[config.mk]
export PLATFORM = sky130hd
export DESIGN_NAME = seven_segment_scan_decoder_flat
export DESIGN_NICKNAME = d
export VERILOG_FILES = /design/src/rtl/seven_segment_scan_decoder_if.sv /design/src/rtl/seven_segment_scan_decoder.sv /design/src/flat_wrapper.sv
export SDC_FILE = /design/constraint.sdc
export NUM_CORES = 1
export LEC_CHECK = 0
export CORE_ASPECT_RATIO = 0.7
export CORE_MARGIN = 2
export CORE_UTILIZATION = 49
export CTS_CLUSTER_SIZE = 40
export DETAILED_ROUTE_END_ITERATION = 6
export PLACE_DENSITY = 0.76
export SYNTH_ARGS = -nofsm -noshare
export SYNTH_HDL_FRONTEND = slang
export SYNTH_SLANG_ARGS = --single-unit
[constraint.sdc]
create_clock -name clk -period 2.6 [get_ports clk]
set_clock_uncertainty 0.15 [all_clocks]
set_input_delay 0.52 -clock clk [delete_from_list [all_inputs] [get_ports clk]]
set_output_delay 0.52 -clock clk [all_outputs]
set_load 0.1 [all_outputs]
[src/rtl/seven_segment_scan_decoder_if.sv]
// rtl/seven_segment_scan_decoder_if.sv - scanned 7-segment bus in, decoded digit state out
interface seven_segment_scan_decoder_if #(
  parameter int NUM_DIGITS = 4
);
  logic [7:0]              seg_in;
  logic [NUM_DIGITS-1:0]   an_in;
  logic [4*NUM_DIGITS-1:0] digits;
  logic [NUM_DIGITS-1:0]   dp;
  logic [NUM_DIGITS-1:0]   digit_valid;
  logic                    update;
  logic                    err_pattern;
  logic                    err_anode;

  modport master (
    output seg_in, an_in,
    input  digits, dp, digit_valid, update, err_pattern, err_anode
  );

  modport slave (
    input  seg_in, an_in,
    output digits, dp, digit_valid, update, err_pattern, err_anode
  );
endinterface

[src/rtl/seven_segment_scan_decoder.sv]
// rtl/seven_segment_scan_decoder.sv - glitch-filtered decoder of a multiplexed active-low 7-segment bus
module seven_segment_scan_decoder #(
  parameter int NUM_DIGITS    = 4,
  parameter int STABLE_CYCLES = 8
) (
  input  logic                       clk,
  input  logic                       rst_n,
  seven_segment_scan_decoder_if.slave bus
);
  localparam int         W      = 8 + NUM_DIGITS;
  localparam logic [7:0] STABLE = 8'(STABLE_CYCLES);

  typedef enum logic [1:0] {IDLE, TRACK, COMMIT, LOCKED} state_t;

  logic [W-1:0]            sync1, sync2, prev;
  logic [7:0]              cnt;
  state_t                  state, state_next;
  logic                    commit;
  logic [NUM_DIGITS-1:0]   cur_an;
  logic [7:0]              cur_seg;
  logic                    all_off, one_low;
  logic [4:0]              decoded;
  logic [4*NUM_DIGITS-1:0] digits_r;
  logic [NUM_DIGITS-1:0]   dp_r, valid_r;
  logic                    update_r, err_pattern_r, err_anode_r;

  // Returns {hit, nibble} for a gfedcba active-low pattern.
  function automatic logic [4:0] decode(input logic [6:0] p);
    decode = 5'h00;
    case (p)
      7'b1000000: decode = 5'h10;
      7'b1111001: decode = 5'h11;
      7'b0100100: decode = 5'h12;
      7'b0110000: decode = 5'h13;
      7'b0011001: decode = 5'h14;
      7'b0010010: decode = 5'h15;
      7'b0000010: decode = 5'h16;
      7'b1111000: decode = 5'h17;
      7'b0000000: decode = 5'h18;
      7'b0010000: decode = 5'h19;
      7'b0001000: decode = 5'h1A;
      7'b0000011: decode = 5'h1B;
      7'b1000110: decode = 5'h1C;
      7'b0100001: decode = 5'h1D;
      7'b0000110: decode = 5'h1E;
      7'b0001110: decode = 5'h1F;
      default:    decode = 5'h00;
    endcase
  endfunction

  // The FSM acts on prev/cnt: prev is the filtered word, cnt its run length.
  assign cur_an  = prev[W-1:8];
  assign cur_seg = prev[7:0];
  assign all_off = &cur_an;
  assign one_low = $onehot(~cur_an);
  assign decoded = decode(cur_seg[6:0]);

  always_ff @(posedge clk or negedge rst_n) begin
    if (!rst_n) begin
      sync1 <= '0;
      sync2 <= '0;
      prev  <= '0;
      cnt   <= '0;
    end else begin
      sync1 <= {bus.an_in, bus.seg_in};
      sync2 <= sync1;
      prev  <= sync2;
      if (sync2 != prev) begin
        cnt <= 8'd1;
      end else if (cnt < STABLE) begin
        cnt <= cnt + 8'd1;
      end
    end
  end

  always_ff @(posedge clk or negedge rst_n) begin
    if (!rst_n) begin
      state <= IDLE;
    end else begin
      state <= state_next;
    end
  end

  // cnt == 1 outside TRACK means the word changed on the previous edge.
  always_comb begin
    state_next = state;
    commit     = 1'b0;
    case (state)
      IDLE: begin
        if (!all_off) state_next = TRACK;
      end
      TRACK: begin
        if (all_off) begin
          state_next = IDLE;
        end else if (cnt == STABLE) begin
          state_next = COMMIT;
          commit     = 1'b1;
        end
      end
      COMMIT, LOCKED: begin
        if (cnt == 8'd1) state_next = all_off ? IDLE : TRACK;
        else             state_next = LOCKED;
      end
      default: state_next = IDLE;
    endcase
  end

  always_ff @(posedge clk or negedge rst_n) begin
    if (!rst_n) begin
      digits_r      <= '0;
      dp_r          <= '0;
      valid_r       <= '0;
      update_r      <= 1'b0;
      err_pattern_r <= 1'b0;
      err_anode_r   <= 1'b0;
    end else begin
      update_r      <= 1'b0;
      err_pattern_r <= 1'b0;
      err_anode_r   <= 1'b0;
      if (commit) begin
        if (!one_low) begin
          err_anode_r <= 1'b1;
        end else begin
          for (int i = 0; i < NUM_DIGITS; i++) begin
            if (!cur_an[i]) begin
              dp_r[i] <= ~cur_seg[7];
              if (decoded[4]) begin
                digits_r[4*i +: 4] <= decoded[3:0];
                valid_r[i]         <= 1'b1;
              end else begin
                valid_r[i] <= 1'b0;
              end
            end
          end
          if (decoded[4]) update_r      <= 1'b1;
          else            err_pattern_r <= 1'b1;
        end
      end
    end
  end

  assign bus.digits      = digits_r;
  assign bus.dp          = dp_r;
  assign bus.digit_valid = valid_r;
  assign bus.update      = update_r;
  assign bus.err_pattern = err_pattern_r;
  assign bus.err_anode   = err_anode_r;
endmodule

[src/flat_wrapper.sv]
// flat-port wrapper written by rule: the top's interface ports become plain ports
module seven_segment_scan_decoder_flat 
#(
  parameter int NUM_DIGITS    = 4,
  parameter int STABLE_CYCLES = 8
)
  (clk, rst_n, bus_seg_in, bus_an_in, bus_digits, bus_dp, bus_digit_valid, bus_update, bus_err_pattern, bus_err_anode);
  seven_segment_scan_decoder_if #(.NUM_DIGITS(NUM_DIGITS)) bus_i ();
  input  logic clk;
  input  logic rst_n;
  input wire logic [$bits(bus_i.seg_in)-1:0] bus_seg_in;
  input wire logic [$bits(bus_i.an_in)-1:0] bus_an_in;
  output wire logic [$bits(bus_i.digits)-1:0] bus_digits;
  output wire logic [$bits(bus_i.dp)-1:0] bus_dp;
  output wire logic [$bits(bus_i.digit_valid)-1:0] bus_digit_valid;
  output wire logic [$bits(bus_i.update)-1:0] bus_update;
  output wire logic [$bits(bus_i.err_pattern)-1:0] bus_err_pattern;
  output wire logic [$bits(bus_i.err_anode)-1:0] bus_err_anode;
  assign bus_i.seg_in = bus_seg_in;
  assign bus_i.an_in = bus_an_in;
  assign bus_digits = bus_i.digits;
  assign bus_dp = bus_i.dp;
  assign bus_digit_valid = bus_i.digit_valid;
  assign bus_update = bus_i.update;
  assign bus_err_pattern = bus_i.err_pattern;
  assign bus_err_anode = bus_i.err_anode;
  seven_segment_scan_decoder #(.NUM_DIGITS(NUM_DIGITS), .STABLE_CYCLES(STABLE_CYCLES)) u_core (.clk(clk), .rst_n(rst_n), .bus(bus_i));
endmodule
==> results.md, run 1 <==
- Total CTS buffers: 9
- Asr flop ratio synth: 100%
- Post-synthesis sequential area ratio: 58.9%
- Pre-Repair DR Iteration Count: 4
- Worst Path Required: 2.73 ns
- First-pass GRT wire length: 11500 microns
- Io pins: 41
- Crit path kind: reg2reg
- H-tree lvl count: 3
- Die Y: 70.6 microns
- Die Wd: 99.1 microns
- Max-cap violations: 0
- Design Area, Final: 0.00417 sq mm
- Fmax: 0.381 GHz
- Die Area: 0.00700 sq mm
- Global-route usage over all layers: 21.4%
- Critical Path Fanout Max: 7
- Relative slew slack: 41.8%
- VDD IR-drop max: 0.000350 V
- Crit path setup slack, layout: -0.0259 ns
- Initial antenna violation count: 0
- Status: finished, violations left
- Vias in the first global route: 2254
- Leakage: 1.91 nW
- Pre-CTS setup slack: -0.0598 ns
- GPL Wtd Cong: 0.864
- Top post-synthesis cells by count: 73 x dfrtp_1, 19 x o21ai_0, 17 x nor2_1
- Synthesis-to-finish area growth: 34.5%
- Post-CTS Hold Buffers: 0
- Final period util: 101%
- Average cell area after synthesis: 12.1 sq um
- Row count: 24
- Synthesized netlist net count: 280
- Top_reg_cell synth: dfrtp_1
- Cell taking the most area after synthesis: dfrtp_1
- Gr ovfl total: 0
- Power density cells: 560 mW/mm^2
- Post-detail-place hpwl: 4370 microns
- Cell with the most instances after synthesis: dfrtp_1
- Reg clk slew, reported paths: 0.08 ns
- Clock sinks: 73
- Drt drc: 0
- Clk buf depth: 2
- Count of cell types in the netlist: 51
- Final core occ: 67.5%
- Placed Area: 0.00368 sq mm
- Layout cells sized above 1: 33.9%
- DRT iter0 DRCs: 137
- Latest clock arrival within the worst-skew pair: 0.35 ns
- CTS tree: yes
- Routed wire per std cell: 16.3 microns
- ANT cells: 0
- Seq cells post-synth: 73
- Largest net degree at the start of global routing: 74
- CP Capture Type: flip-flop
- Synth warn: 0
- Number of synthesized flops with an enable pin: 0
- Hold WC Path Type: in2async
- RSZ-0062 raised after global routing: true
- Setup TNS: -0.0882 ns
- Final hold violation count: 0
- Core area: 0.00619 sq mm
- Clock period minus worst slack: 2.63 ns
- Vias: 2251
- Initial Utilization: 50.2%
- Via-to-Cell Ratio: 5.40
- Synth Cell Area: 0.00310 sq mm
- Post-synth top area share: 58.9%
- Setup crit start kind: flip-flop
- Critical path data arrival time: 2.76 ns
- WL final: 6790 microns
- Layout Nets: 357
- I/O Buffers: 40
- Top post-synthesis cells by area: dfrtp_1 59%, xnor2_1 4.0%, ha_1 3.2%
- Max-slew violations: 0
- Final setup violation count: 6
- Worst-Margin Slew: 0.872 ns
- Post-Synthesis Cells: 257
- Failing checks: setup timing
- Antenna-violating nets left: 0
- Root buf cell: clkbuf_8
[repair_timing]
item / in CTS / in global routing
setup buffers: 13 / 3
gates resized for setup: 14 / 14
pin swaps: 5 / 3
endpoints found under the setup margin: 17 / 24
[state kept, by name (all words and copies together), names as in the netlist]
signal / count
u_core.bus.update: 1
u_core.cnt: 8
u_core.sync1: 12
u_core.bus.err_anode: 1
u_core.sync2: 12
u_core.bus.digit_valid: 4
u_core.bus.digits: 16
u_core.bus.err_pattern: 1
u_core.state: 2
u_core.prev: 12
u_core.bus.dp: 4
[report_power, final]
group | internal [mW] | switching [mW]
logic | 0.123 | 0.121
registers | 1.16 | 0.0252
clock network | 0.496 | 0.407
[stage by stage]
| stage | power [mW] | hold WS (ns) | cells |
|---|---|---|---|
| final | 2.34 | 0.0370 | 417 |
| after global routing | 2.44 | 0.0563 | 417 |
| after CTS | 2.35 | 0.0508 | 414 |
| after detailed placement | 1.40 | 0.186 | 386 |
| after global placement | 1.39 | 0.182 | 386 |
| after floorplan | 1.30 | 0.0744 | 257 |
[cells by family after synthesis]
| family | count (synthesis) | synth area share [%] |
|---|---|---|
| and+or+nand+nor | 81 | 15.3 |
| DFF | 73 | 58.9 |
| AOI/OAI and AO/OA | 59 | 14.5 |
| buffers and inverters | 18 | 2.58 |
| xor gates and xnor gates | 16 | 4.52 |
| adders and majority gates | 9 | 3.87 |
| muxes | 1 | 0.323 |
[cell type report]
class | instances | area (sq um)
Clock buffer | 12 | 155
Clock inverter | 4 | 51.3
Fill cell | 432 | 2010
Inverter | 6 | 22.5
Multi-Input combinational cell | 166 | 1390
Sequential cell | 73 | 1830
Tap cell | 78 | 97.6
Timing Repair Buffer | 78 | 629
[path summary, 6_finish.rpt]
kind / from / to / slack [ns] / cells past startpoint
setup / recovery: u_core.prev[11] / u_core.bus.digits[12] / -0.03 / 10
setup reg to reg: u_core.prev[11] / u_core.bus.digits[12] / -0.03 / 10
min in group clk: u_core.sync1[5] / u_core.sync2[5] / 0.20 / 0
hold reg to reg: u_core.sync1[5] / u_core.sync2[5] / 0.20 / 0
max in group asynchronous: rst_n / u_core.bus.dp[2] / 1.95 / 2
hold / removal: rst_n / u_core.sync2[1] / 0.04 / 2
[cell usage in the layout (no fill, tap or decap), types with 5 or more instances in the layout]
| master | synthesis | layout |
|---|---|---|
| clkdlybuf4s50_1 | 0 | 12 |
| nand2_1 | 14 | 14 |
| and2_1 | 6 | 6 |
| nor2_1 | 17 | 16 |
| nor3_1 | 6 | 6 |
| buf_4 | 0 | 63 |
| ha_1 | 8 | 5 |
| xnor2_1 | 14 | 14 |
| nand2b_1 | 5 | 5 |
| dfrtp_1 | 73 | 73 |
| o21ai_0 | 19 | 16 |
| clkbuf_8 | 0 | 11 |
| a2bb2oi_2 | 0 | 7 |
| a21o_1 | 9 | 9 |
[per-layer routing]
| metal | vias to the layer above | track usage [%] | wire (microns) |
|---|---|---|---|
| met5 | - | 0 | 0 |
| met4 | 0 | 5.63 | 61 |
| met3 | 7 | 9.29 | 486 |
| met2 | 72 | 30.4 | 3100 |
| met1 | 1103 | 30.4 | 3140 |
| li1 | 1069 | - | - |
[worst max-delay path, cell delays in order, from the launching register on]
cell and delay [ns]:
dfrtp_1 0.41, inv_2 0.09, ha_4 0.20, ha_4 0.16
fa_1 0.46, nor3b_2 0.22, and2_4 0.18, buf_6 0.11
nand2_8 0.08, a311oi_4 0.34, a2bb2oi_2 0.17
Power figures use the tool's default switching activity.
==> run 2, diff against run 1 <==
- CORE_UTILIZATION: 49 -> 38
- CTS_CLUSTER_DIAMETER: default -> 80
- PLACE_DENSITY: 0.76 -> 0.62
==> run 2 against run 1 <==
Compared with the run above:
- register-to-register slack better by 0.02 ns
- setup slack better by 0.018 ns
- cell area up 1.9%
- via count down 1.8%
- critical path type unchanged
- first-iteration DRC count down 35%
- utilization down 14 points
- non-clock buffer count down 2
- the flow still finishes with violations (setup timing)
- flip-flop and latch count unchanged
- sequential share of layout area down 0.82 points
- routed wire length down 0.65%
- worst hold slack better by 0.021 ns
==> results.md, run 2 (synthesis gave the netlist of run 1 again) <==
- ANT cells: 0 (unchanged)
- Total power: 2.54 mW (+8.7%)
- Hold WC Path Type: in2async
- Clock sinks: 73 (unchanged)
- Max FFs per register: 16 (unchanged)
- GPL Wtd Cong: 0.833 (-3.5%)
- Placed Area: 0.00373 sq mm (+1.4%)
- RSZ-0062 raised after global routing: true
- Max-slew violations: 0 (unchanged)
- Antenna-violating nets left: 0 (unchanged)
- Capture point of the worst reg-to-reg path: u_core.bus.digits[1]
- Total CTS buffers: 9 (unchanged)
- VDD IR-drop max: 0.000358 V (+2.2%)
- Combinational share of power: 9.6% (-0.8 points)
- Worst Path Required: 2.70 ns (-0.03 ns)
- Initial antenna violation count: 0 (unchanged)
- Final core occ: 53.8% (-14 points)
- Latest clock arrival within the worst-skew pair: 0.34 ns (about the same)
- Final period util: 100% (-0.68 points)
- Die Wd: 112 microns (+13%)
- Commonest non-fill, non-tap cells in the layout: 73 x dfrtp_1, 61 x buf_4, 16 x nor2_1, 16 x o21ai_0
- Clk buf depth: 2 (unchanged)
- Fmax: 0.383 GHz (+0.68%)
- Reg clk slew, reported paths: 0.06 ns (-0.02 ns)
- Die Area: 0.00892 sq mm (+27%)
- Seq pwr share: 46.9% (-4.0 points)
- Internal: 1.93 mW (+8.4%)
- H-tree lvl count: 3 (unchanged)
- Clk pwr share: 43.6% (+4.9 points)
- Net Sw Power: 0.606 mW (+9.5%)
- Vias: 2211 (-1.8%)
- Final hold violation count: 0 (unchanged)
- Design Area, Final: 0.00425 sq mm (+1.9%)
- Storage element area: 0.00183 sq mm (unchanged)
- Routed wire per std cell: 15.4 microns (-5.4%)
- Power density cells: 597 mW/mm^2 (+6.6%)
- Final setup violation count: 2 (-4)
- I/O Buffers: 40 (unchanged)
- DRT iter0 DRCs: 89 (-35%)
- Pre-Repair DR Iteration Count: 4 (unchanged)
- Via-to-Cell Ratio: 5.05 (-6.5%)
- Post-detail-place hpwl: 4600 microns (+5.3%)
- Core area: 0.00791 sq mm (+28%)
- Crit path kind: reg2reg
- Reg2reg path depth: 10 (unchanged)
- Layout cells sized above 1: 33.5% (-0.39 points)
- Sw Ratio: 23.9% (+0.17 points)
- Filler Cells Inserted: 679 (+57%)
- Max-cap violations: 0 (unchanged)
- Clock period minus worst slack: 2.61 ns (-0.0176 ns)
- First-pass GRT wire length: 11300 microns (-1.6%)
- WL final: 6750 microns (-0.65%)
- Critical Path Fanout Max: 7 (unchanged)
- Initial Utilization: 39.3% (-11 points)
- Drt drc: 0 (unchanged)
- Failing checks: setup timing
- Die Y: 79.6 microns (+13%)
- Status: finished, violations left
- Flop2flop setup slack: -0.008 ns (+0.02 ns)
- Area of the multi-input gates: 0.00139 sq mm (unchanged)
- Worst-Margin Slew: 0.833 ns (-0.0392 ns)
- Placed Instances: 412 (+6.7%)
- Io pins: 41 (unchanged)
- Final non-filler cell total: 438 (+5.0%)
- Relative slew slack: 44.4% (+2.6 points)
- Largest net degree at the start of global routing: 49 (-34%)
- Commonest non-fill, non-tap cell in the layout: dfrtp_1
- Layout Nets: 355 (-0.56%)
- Root buf cell: clkbuf_16
- Setup crit start kind: flip-flop
- Crit path setup slack, layout: -0.00827 ns (+0.0176 ns)
- Row count: 27 (+13%)
- Leakage: 1.93 nW (+0.99%)
- Final hold slack: 0.0579 ns (+0.0209 ns)
- Synthesis-to-finish area growth: 37.1%
- Reg2Reg Launch Point: u_core.prev[8]
- Gr ovfl total: 0 (unchanged)
- Vias in the first global route: 2132 (-5.4%)
- CP Capture Type: flip-flop
- Critical path data arrival time: 2.71 ns (-0.05 ns)
- Global-route usage over all layers: 16.6% (-4.8 points)
- CTS tree: yes
-- run 2: cell types whose count changed in the layout (fill, tap and decap cells not counted), sizes merged --
cell / change
bufinv: -1
clkbuf: -2
clkinv: +2
inv: +1
buf: -2
-- run 2: through the flow --
step | setup slack [ns] | TNS [ns]
global placement | 0.0331 | 0
detailed placement | -0.0721 | -0.285
global route | -0.128 | -1.51
finish | -0.00827 | -0.00983
floorplan | 0.0111 | 0
CTS | -0.0543 | -0.103
-- run 2: area by class of cell --
cell class / count / share of cell area (%)
clock buffers: 10 / 5.38
repair buffers: 76 / 14.4
multi-input cells: 166 / 32.7
well taps: 101 / 2.97
flip-flops and latches: 73 / 42.9
clock inverters: 6 / 1.03
inverters: 6 / 0.529
-- run 2: routing by layer --
metal	part of all wire, %	up-vias	global-route usage (%)
met1	52	1082	25.1
met4	1.2	0	5.12
li1	-	1070	-
met5	0	-	0
met3	5.8	7	6.45
met2	41	52	21.6
-- run 2: worst max path at each step --
stage | start | end | cells after the start
after global placement | u_core.prev[8] | u_core.bus.digits[13] | 10
after global routing | u_core.prev[9] | u_core.bus.digits[4] | 11
after detailed placement | u_core.prev[8] | u_core.bus.digits[12] | 10
after CTS | u_core.prev[10] | u_core.bus.digits[12] | 10
final | u_core.prev[8] | u_core.bus.digits[1] | 10
after floorplan | u_core.prev[8] | u_core.bus.digits[13] | 10
-- run 2: what timing repair did --
action | in CTS | in global routing
resized for setup | 12 | 16
setup endpoints to repair | 13 | 24
endpoints found under the hold margin | 0 | 0
pin swaps | 6 | 3
buffers inserted | 7 | 3
hold buffers | 0 | 0
-- run 2: worst max-delay path, cell delays in order, from the launching register on --
cell       delay, ns
dfrtp_1         0.39
inv_2           0.09
ha_4            0.21
ha_4            0.15
fa_1            0.46
nor3b_2         0.22
and2_4          0.18
buf_6           0.11
nand2_8         0.08
a311oi_4        0.29
a2bb2oi_1       0.19
-- run 2: power groups by stage --
stage               logic (mW)  registers (mW)  clock network, mW
floorplan               0.0988            1.20                  0
global placement         0.186            1.21                  0
detailed placement       0.188            1.21                  0
CTS                      0.228            1.19               1.14
global route             0.263            1.19               1.20
finish                   0.242            1.19               1.11
==> run 3, diff against run 2 <==
- SKIP_LAST_GASP: default -> 1
==> run 3 against run 2 <==
Compared with the run above:
- the flow still finishes with violations (setup timing)
- cell count stayed put
- flip-flop and latch count is the same
- worst hold slack lost 0.0041 ns
- critical path depth stayed put
- first-iteration DRC count shrank 2.2%
- cell area fell by 0.15%
- clock-buffer cell count stayed put
- non-clock buffer count did not move
- register-to-register slack worse by 0.03 ns
- setup slack worse by 0.025 ns
- global-route usage stayed put
==> results.md, run 3 (synthesis gave the netlist of run 1 again) <==
- Root buf cell: clkbuf_16
- Total CTS buffers: 9 (unchanged)
- Die Wd: 112 microns (unchanged)
- Layout cells sized above 1: 33.2% (-0.30 points)
- Placed Instances: 412 (unchanged)
- Die Area: 0.00892 sq mm (unchanged)
- Hold WC Path Type: in2async
- Seq pwr share: 46.9% (about the same)
- Max-cap violations: 0 (unchanged)
- Max FFs per register: 16 (unchanged)
- Pre-Repair DR Iteration Count: 4 (unchanged)
- RSZ-0062 raised after global routing: true
- Commonest non-fill, non-tap cells in the layout: 73 x dfrtp_1, 61 x buf_4, 16 x nor2_1, 16 x o21ai_0
- Capture point of the worst reg-to-reg path: u_core.bus.digits[4]
- Reg2reg path depth: 10 (unchanged)
- Status: finished, violations left
- Vias in the first global route: 2132 (unchanged)
- Initial antenna violation count: 0 (unchanged)
- VDD IR-drop max: 0.000358 V (about the same)
- Latest clock arrival within the worst-skew pair: 0.34 ns (about the same)
- Pre-CTS setup slack: -0.0721 ns (unchanged)
- Max-slew violations: 0 (unchanged)
- Gr ovfl total: 0 (unchanged)
- Flop2flop setup slack: -0.03 ns (-0.03 ns)
- Cell count along the critical path: 10 (unchanged)
- Leakage: 1.93 nW (-0.12%)
- First-pass GRT wire length: 11300 microns (unchanged)
- Critical Path Fanout Max: 7 (unchanged)
- Crit-path cells: inv_2, ha_4, ha_4, fa_1, nor3b_2, and2_4, buf_6, nand2_8, a311oi_4, a2bb2oi_1
- Combinational share of power: 9.5% (about the same)
- Final hold violation count: 0 (unchanged)
- Routed wire per std cell: 15.3 microns (-0.59%)
- Core area: 0.00791 sq mm (unchanged)
- Io pins: 41 (unchanged)
- Final setup violation count: 2 (unchanged)
- Reg clk slew, reported paths: 0.06 ns (about the same)
- Clock sinks: 73 (unchanged)
- Post-detail-place hpwl: 4600 microns (unchanged)
- Relative slew slack: 42.9% (-1.6 points)
- Commonest non-fill, non-tap cell in the layout: dfrtp_1
- Net Sw Power: 0.604 mW (-0.38%)
- Fmax: 0.380 GHz (-0.96%)
- Reg2Reg Launch Point: u_core.prev[8]
- Initial Utilization: 39.3% (unchanged)
- Critical path data arrival time: 2.74 ns (+0.03 ns)
- Final period util: 101% (+0.97 points)
- Synthesis-to-finish area growth: 36.9%
- WP buf/inv: 2 (unchanged)
- Layout Nets: 355 (unchanged)
- CP top delay family: adder cells
- Slowest CP cell: fa_1
- Setup crit start kind: flip-flop
- GPL Wtd Cong: 0.833 (unchanged)
- Largest net degree at the start of global routing: 49 (unchanged)
- Worst-Margin Slew: 0.856 ns (+0.0233 ns)
- Global-route usage over all layers: 16.6% (unchanged)
- Antenna-violating nets left: 0 (unchanged)
- Internal: 1.93 mW (about the same)
- ANT cells: 0 (unchanged)
- Final hold slack: 0.0539 ns (-0.00405 ns)
- Row count: 27 (unchanged)
- Clk buf depth: 2 (unchanged)
- CTS tree: yes
- Total power: 2.54 mW (about the same)
- Die Y: 79.6 microns (unchanged)
- CP Capture Type: flip-flop
- I/O Buffers: 40 (unchanged)
- Clk pwr share: 43.6% (about the same)
- Crit path kind: reg2reg
- Worst path most repeated cell: ha_4
- Final core occ: 53.7% (-0.079 points)
- Max stage delay on crit path: 0.46 ns (about the same)
- Power density cells: 597 mW/mm^2 (about the same)
- Sw Ratio: 23.8% (-0.068 points)
- H-tree lvl count: 3 (unchanged)
- Worst Path Required: 2.70 ns (about the same)
- Crit path setup slack, layout: -0.0334 ns (-0.0252 ns)
- Via-to-Cell Ratio: 5.08 (+0.54%)
- Failing checks: setup timing
- Drt drc: 0 (unchanged)
- Post-CTS Hold Buffers: 0 (unchanged)
- Final non-filler cell total: 438 (unchanged)
- Clock period minus worst slack: 2.63 ns (+0.0252 ns)
- WL final: 6710 microns (-0.59%)
- Vias: 2223 (+0.54%)
- DRT iter0 DRCs: 87 (-2.2%)
-- run 3: cell count changes in the layout (fill, tap and decap cells not counted) --
| cell | delta |
|---|---|
| a2bb2oi_1 | +1 |
| a2bb2oi_2 | -1 |
-- run 3: stage by stage --
step | TNS, ns | instance area, sq um
2_1_floorplan | 0 | 3140
3_3_place_gp | 0 | 3730
3_5_place_dp | -0.285 | 3730
4_1_cts | -0.103 | 4130
5_1_grt | -1.45 | 4250
6_report | -0.0440 | 4250
-- run 3: worst reg2reg max path: stages (launching register included) --
cell and delay (ns):
dfrtp_1 0.39, inv_2 0.09, ha_4 0.21, ha_4 0.16, fa_1 0.46, nor3b_2 0.22, and2_4 0.18, buf_6 0.11
nand2_8 0.08, a311oi_4 0.30, a2bb2oi_1 0.21
-- run 3: metal layers --
metal / routed length, microns / global-route usage, % / share of wire (%) / vias to the layer above
li1: - / - / - / 1073
met1: 3460 / 25.1 / 52 / 1085
met2: 2750 / 21.6 / 41 / 59
met3: 420 / 6.45 / 6.3 / 6
met4: 76 / 5.12 / 1.1 / 0
met5: 0 / 0 / 0 / -
-- run 3: what timing repair did --
item | in CTS | in global routing
cloned | 0 | 0
pin swaps | 6 | 3
resized for setup | 12 | 15
buffers inserted | 7 | 3
setup endpoints to repair | 13 | 24
-- run 3: worst max path at each step --
stage	from	end	slack, ns
after floorplan	u_core.prev[8]	u_core.bus.digits[13]	0.01
after global placement	u_core.prev[8]	u_core.bus.digits[13]	0.03
after detailed placement	u_core.prev[8]	u_core.bus.digits[12]	-0.07
after CTS	u_core.prev[10]	u_core.bus.digits[12]	-0.05
after global routing	u_core.prev[9]	u_core.bus.digits[4]	-0.13
final	u_core.prev[8]	u_core.bus.digits[4]	-0.03
-- run 3: layout make-up --
cell class / instances / area (sq um)
Fill cell: 681 / 3660
Sequential cell: 73 / 1830
Inverter: 6 / 22.5
Multi-Input combinational cell: 166 / 1390
Clock buffer: 10 / 229
Tap cell: 101 / 126
Clock inverter: 6 / 43.8
Timing Repair Buffer: 76 / 614
-- run 3: power groups by stage --
stage | Combinational, mW | Clock, mW | Sequential [mW]
3_5_place_dp | 0.188 | 0 | 1.21
2_1_floorplan | 0.0988 | 0 | 1.20
6_report | 0.242 | 1.10 | 1.19
5_1_grt | 0.263 | 1.20 | 1.19
4_1_cts | 0.228 | 1.14 | 1.19
3_3_place_gp | 0.186 | 0 | 1.21
